===== src/rtl/muldiv_unit.sv =====
// RV32M multiply/divide: iterative shift-add multiply and restoring divide on operand magnitudes.
// Latency: done 34 cycles after an accepted start, 2 cycles for divide-by-zero/overflow.
// No backpressure: start is only accepted while idle (busy=0); flush kills the operation.
module muldiv_unit (
    input  logic        clk,
    input  logic        rst,
    input  logic        start,
    input  logic        flush,
    input  logic [2:0]  op,
    input  logic [31:0] a,
    input  logic [31:0] b,
    output logic        busy,
    output logic        done,
    output logic [31:0] result
);

    typedef enum logic [1:0] {IDLE, CALC, FIX, DONE} state_t;

    state_t      state_q, state_d;
    logic [2:0]  op_q;
    logic [63:0] acc_q;      // mul: {partial product, multiplier}; div: {remainder, quotient}
    logic [31:0] mcand_q;    // multiplicand magnitude or divisor magnitude
    logic        neg_q_q;
    logic        neg_r_q;
    logic        spec_q;
    logic [5:0]  cnt_q;
    logic [31:0] result_q;

    // operand decode, only meaningful while idle
    logic        sgn_a, sgn_b, neg_a, neg_b;
    logic [31:0] mag_a, mag_b;
    logic        div_zero, div_ovf, special;
    logic [31:0] spec_res;
    logic        accept;

    always_comb begin
        sgn_a    = op[2] ? ~op[0] : (op[1:0] != 2'b11);
        sgn_b    = op[2] ? ~op[0] : ~op[1];
        neg_a    = sgn_a & a[31];
        neg_b    = sgn_b & b[31];
        mag_a    = neg_a ? (~a + 32'd1) : a;
        mag_b    = neg_b ? (~b + 32'd1) : b;
        div_zero = op[2] & (b == 32'd0);
        div_ovf  = op[2] & ~op[0] & (a == 32'h8000_0000) & (b == 32'hFFFF_FFFF);
        special  = div_zero | div_ovf;
        spec_res = 32'd0;
        if (div_zero)
            spec_res = op[1] ? a : 32'hFFFF_FFFF;
        else if (div_ovf)
            spec_res = op[1] ? 32'd0 : 32'h8000_0000;
    end

    assign accept = (state_q == IDLE) && start && !flush;

    always_comb begin
        state_d = state_q;
        unique case (state_q)
            IDLE:    if (start) state_d = special ? FIX : CALC;
            CALC:    if (cnt_q == 6'd31) state_d = FIX;
            FIX:     state_d = DONE;
            DONE:    state_d = IDLE;
            default: state_d = IDLE;
        endcase
        if (flush)
            state_d = IDLE;
    end

    assign busy   = (state_q != IDLE);
    assign done   = (state_q == DONE);
    assign result = result_q;

    // one iteration of each algorithm
    logic [32:0] mul_sum;
    logic [32:0] div_diff;
    logic [63:0] acc_step;

    always_comb begin
        mul_sum  = {1'b0, acc_q[63:32]} + (acc_q[0] ? {1'b0, mcand_q} : 33'd0);
        div_diff = acc_q[63:31] - {1'b0, mcand_q};
        if (!op_q[2])
            acc_step = {mul_sum, acc_q[31:1]};
        else if (!div_diff[32])
            acc_step = {div_diff[31:0], acc_q[30:0], 1'b1};
        else
            acc_step = {acc_q[62:0], 1'b0};
    end

    // sign fix-up and result select
    logic [63:0] prod;
    logic [31:0] quo, rem, fix_res;

    always_comb begin
        prod = neg_q_q ? (~acc_q + 64'd1) : acc_q;
        quo  = neg_q_q ? (~acc_q[31:0] + 32'd1) : acc_q[31:0];
        rem  = neg_r_q ? (~acc_q[63:32] + 32'd1) : acc_q[63:32];
        unique case (op_q)
            3'b000:                 fix_res = prod[31:0];
            3'b001, 3'b010, 3'b011: fix_res = prod[63:32];
            3'b100, 3'b101:         fix_res = quo;
            default:                fix_res = rem;
        endcase
        if (spec_q)
            fix_res = acc_q[31:0];
    end

    always_ff @(posedge clk or negedge rst) begin
        if (!rst)
            state_q <= IDLE;
        else
            state_q <= state_d;
    end

    always_ff @(posedge clk or negedge rst) begin
        if (!rst) begin
            op_q     <= 3'd0;
            acc_q    <= 64'd0;
            mcand_q  <= 32'd0;
            neg_q_q  <= 1'b0;
            neg_r_q  <= 1'b0;
            spec_q   <= 1'b0;
            cnt_q    <= 6'd0;
            result_q <= 32'd0;
        end else if (accept) begin
            op_q    <= op;
            cnt_q   <= 6'd0;
            spec_q  <= special;
            neg_q_q <= neg_a ^ neg_b;
            neg_r_q <= neg_a;
            if (special) begin
                acc_q   <= {32'd0, spec_res};
                mcand_q <= 32'd0;
            end else if (!op[2]) begin
                acc_q   <= {32'd0, mag_b};
                mcand_q <= mag_a;
            end else begin
                acc_q   <= {32'd0, mag_a};
                mcand_q <= mag_b;
            end
        end else if (!flush) begin
            if (state_q == CALC) begin
                acc_q <= acc_step;
                cnt_q <= cnt_q + 6'd1;
            end
            if (state_q == FIX)
                result_q <= fix_res;
        end
    end

endmodule


===== config.mk =====
export PLATFORM = sky130hd
export DESIGN_NAME = muldiv_unit
export DESIGN_NICKNAME = d
export VERILOG_FILES = /design/src/rtl/muldiv_unit.sv
export SDC_FILE = /design/constraint.sdc
export NUM_CORES = 1
export LEC_CHECK = 0
export BUFFER_PORTS_ARGS = -buffer_cell sky130_fd_sc_hd__buf_2
export CAP_MARGIN = 10
export CORE_MARGIN = 8
export CORE_UTILIZATION = 40
export CTS_CLUSTER_DIAMETER = 200
export DETAILED_ROUTE_END_ITERATION = 10
export HOLD_SLACK_MARGIN = 0.12
export PLACE_DENSITY = 0.63
export SLEW_MARGIN = 20
export SYNTH_ARGS = -nofsm -noshare
export SYNTH_HDL_FRONTEND = slang
export SYNTH_SLANG_ARGS = --single-unit

===== constraint.sdc =====
create_clock -name clk -period 9 [get_ports clk]
set_clock_uncertainty 0.15 [all_clocks]
set_input_delay 1.35 -clock clk [delete_from_list [all_inputs] [get_ports clk]]
set_output_delay 1.35 -clock clk [all_outputs]
set_load 0.1 [all_outputs]

==> results.txt <==
Crit-path max cell delay = 0.80 ns
Run status = complete, no violations
CTS Hold Bufs = 0
Final HPWL DP = 44830 µm
Number of unique standard cell types used by synthesis = 77
Classification of the worst setup path = primary input to flip-flop
Launch point of the worst hold path = result[0]
Worst path cell trace = buf_2, or4_1, nor4_4, nand4_1, or4_1, a21boi_2, buf_4, nand2_1, nand2_1, a221oi_1, o22ai_1
Path depth of the worst reg2reg path = 12
Register clock-pin slew on the reported worst setup and hold paths = 0.07 ns
Maximum number of pins on one net before global-route repair = 85
Sum of negative setup slack = 0 ns
Delay-heaviest family, CP = simple AND/OR/NAND/NOR gates
Reg2reg setup slack = 4.39 ns
Total nets after synthesis = 2211
Sum of routed wire length over all layers = 59780 µm
Critical register-to-register path endpoint = acc_q[61]
Data arrival, critical path = 4.83 ns
Overall overflow remaining after global route = 0
Critical-path cell with the highest stage delay = sky130_fd_sc_hd__or4_1
Static Leakage = 6.987 nW
Final setup violation count = 0
Worst Hold Class = flip-flop to flip-flop
Global placer's final weighted congestion = 0.9760
Area Overhead vs Synth = 9.253%
Number of gates resized after cts = 0
Most frequently used flop master after synthesis = sky130_fd_sc_hd__dfrtp_1
WHS Path Cells = 2
Area of the core region = 37580 µm²
Sequential-to-total area share from yosys stat = 23.36%
Average vias per placed instance = 6.323
Via Count = 16.29k
Number of enable flip-flop cells after synthesis = 0
Endpoint class of the critical path = flip-flop
Number of global-route vias before repair = 15.58k
Die boundary height = 211.0 µm
Asr flop ratio synth = 100.0%
Setup repair after global routing missed its margin = false
Post-synthesis average cell area = 7.374 µm²
Worst-Margin Slew = 1.135 ns
Clk_lat worst skew = 0.46 ns
Fill cell total of the finished layout = 3874
Startpoint of the most critical register-to-register path = acc_q[0]
Cts bufs inserted = 17
First-pass GRT wire length = 92830 µm
Max_cap viols = 0
Worst min-delay path endpoint = result[0]
Post-synthesis register bit count = 142
Achievable clock frequency = 213.6 MHz
Diode count = 0
Initial core utilization = 40.48%
Worst vdd ir = 0.1749 mV
Yosys synthesis warning count = 0
Power Density = 453.9 nW/µm²
I/O pin count = 105
Fin nets = 2200
DRC violations left = 0
Crit share post-route = 52.02%
First element of the critical path = b[8]
Worst EP required = 9.14 ns
Number of hold-slack violations in the final timing report = 0
Starting DRT DRC Count = 1757
Area enclosed by the die boundary = 44530 µm²
Fin Hold WS = 0.3273 ns
Share of cells above drive strength 1 = 9.249%
Clock tree root driver cell = sky130_fd_sc_hd__clkbuf_16
Final critical path time including I/O delays and setup = 4.682 ns
Number of levels in the clock H-tree = 4
Remaining antenna violation count after routing = 0
Routed length per instance = 23.20 µm
Clock tree from TritonCTS = done
Overall Global Routing Usage = 26.40%
Netlist area before placement = 15210 µm²
Worst Path Buf+Inv = 2
Post-CTS Repair Setup Buffers = 0
Number of instances in the synthesized netlist = 2063
Critical-path maximum fanout = 35
Initial antenna violation count = 1
Number of iterations in the first detailed-routing pass = 6
Sinks on Clock Net = 142
Normalized max-slew margin = 24.13%
Horizontal die dimension = 211.0 µm
Max Slew Vio Count = 0
Floorplan row count = 71
Number of port buffers = 104
Number of buffers between clock root and the deepest sink = 2
Launching element type of the critical path = primary input
placed cells by master (no fill, tap or decap), types with 18 or more instances in the layout:
master                     instances
sky130_fd_sc_hd__a211oi_1         32
sky130_fd_sc_hd__a21o_1           36
sky130_fd_sc_hd__a21oi_1         171
sky130_fd_sc_hd__a22oi_1          20
sky130_fd_sc_hd__a31oi_1          40
sky130_fd_sc_hd__buf_2           103
sky130_fd_sc_hd__buf_4            25
sky130_fd_sc_hd__dfrtp_1         140
sky130_fd_sc_hd__ha_1             75
sky130_fd_sc_hd__inv_1            65
sky130_fd_sc_hd__mux2i_1          61
sky130_fd_sc_hd__nand2_1         224
sky130_fd_sc_hd__nand2b_1         26
sky130_fd_sc_hd__nand3_1          34
sky130_fd_sc_hd__nand4_1          23
sky130_fd_sc_hd__nor2_1          187
sky130_fd_sc_hd__nor3_1           46
sky130_fd_sc_hd__o211ai_1         45
sky130_fd_sc_hd__o21ai_0         213
sky130_fd_sc_hd__o31ai_1          30
sky130_fd_sc_hd__or4_1            18
sky130_fd_sc_hd__xnor2_1         104
sky130_fd_sc_hd__xor2_1           85
routing by layer:
layer  vias up  wire length (µm)  global-route usage, %
met2       815             26280                  40.78
met1      7836             26640                  36.44
met3       138              4788                  4.644
met4         2              2052                  9.677
met5         -                13                      0
li1       7498                 -                      -
sequential cells by signal, indices dropped and copies added, names as in the netlist:
signal and flops:
op_q 3, spec_q 1, mcand_q 32, result 32, cnt_q 6, acc_q 64, neg_q_q 1, state_q 2
neg_r_q 1
power breakdown:
group / internal [mW] / switching (mW) / total (mW)
Clock: 0.438 / 0.327 / 0.764
Sequential: 0.925 / 0.615 / 1.54
Combinational: 1.82 / 3.41 / 5.24
layout make-up:
type | instances | area [µm²] | area share [%]
tap | 511 | 639.4 | 3.847
clock buffer | 20 | 466.7 | 2.808
sequential | 142 | 3556 | 21.40
inverter | 66 | 247.7 | 1.491
multi-input combinational | 1696 | 10850 | 65.27
timing repair buffer | 129 | 714.4 | 4.299
clock inverter | 12 | 147.6 | 0.8884
how the worst max path moves through the flow:
| stage | endpoint | slack (ns) | cells past startpoint |
|---|---|---|---|
| final | acc_q[0] | 4.32 | 11 |
| after global routing | acc_q[0] | 4.11 | 11 |
| after CTS | acc_q[0] | 4.36 | 11 |
| after detailed placement | acc_q[0] | 3.88 | 11 |
| after global placement | acc_q[0] | 3.93 | 11 |
| after floorplan | acc_q[0] | 4.81 | 10 |
worst reg2reg max path, delay by kind of cell, from the launching register on:
family / cells / cell delay, ns
simple gates: 2 / 0.32
buf+inv: 1 / 0.79
fa+ha+maj: 1 / 0.40
xor+xnor: 1 / 0.20
flops: 1 / 0.45
compound gates: 7 / 2.16
Yosys cell counts, types with 11 or more instances:
cell / count / area share, %
sky130_fd_sc_hd__a22oi_1: 20 / 0.99
sky130_fd_sc_hd__or3_1: 17 / 0.70
sky130_fd_sc_hd__nor3_1: 47 / 1.5
sky130_fd_sc_hd__o211ai_1: 45 / 2.2
sky130_fd_sc_hd__a31oi_1: 40 / 1.6
sky130_fd_sc_hd__clkbuf_1: 139 / 3.4
sky130_fd_sc_hd__o31ai_1: 30 / 1.5
sky130_fd_sc_hd__o21ai_0: 213 / 7.0
sky130_fd_sc_hd__nor4_1: 18 / 0.74
sky130_fd_sc_hd__nand4_1: 23 / 0.95
sky130_fd_sc_hd__a211oi_1: 32 / 1.6
sky130_fd_sc_hd__xor2_1: 85 / 4.9
sky130_fd_sc_hd__o21a_1: 12 / 0.59
sky130_fd_sc_hd__mux2i_1: 61 / 4.0
sky130_fd_sc_hd__ha_1: 75 / 6.2
sky130_fd_sc_hd__inv_1: 65 / 1.6
sky130_fd_sc_hd__and3_1: 11 / 0.45
sky130_fd_sc_hd__and2_1: 11 / 0.45
sky130_fd_sc_hd__nor2_1: 189 / 4.7
sky130_fd_sc_hd__a21oi_1: 172 / 5.7
sky130_fd_sc_hd__o41ai_1: 11 / 0.63
sky130_fd_sc_hd__xnor2_1: 104 / 6.0
sky130_fd_sc_hd__a21o_1: 36 / 1.8
sky130_fd_sc_hd__a221oi_1: 13 / 0.75
sky130_fd_sc_hd__nand2_1: 224 / 5.5
sky130_fd_sc_hd__nand2b_1: 27 / 1.1
sky130_fd_sc_hd__o221ai_1: 13 / 0.75
sky130_fd_sc_hd__dfrtp_1: 142 / 23
sky130_fd_sc_hd__or4_1: 18 / 0.89
sky130_fd_sc_hd__nand3_1: 34 / 1.1
kinds of logic (layout without fill, tap and decap cells):
group | Yosys count | count (layout) | synth area share [%]
flops | 142 | 142 | 23.36
xor+xnor | 189 | 189 | 10.88
buf+inv | 225 | 227 | 5.725
fa+ha+maj | 77 | 77 | 6.432
compound gates | 704 | 704 | 28.87
simple gates | 663 | 663 | 20.57
mux | 63 | 63 | 4.162
per-stage QoR:
stage               cell area (µm²)  util, %  total power, mW  setup slack [ns]  std cells
floorplan                     15210        -            5.245             4.810       2063
global placement              16000    42.58            6.576             3.927       2544
detailed placement            16000    42.58            6.616             3.880       2544
CTS                           16610    44.21            7.404             4.359       2576
global route                  16620    44.23            8.023             4.107       2576
finish                        16620    44.23            7.544             4.318       2576
(Power assumes the default switching activity.)
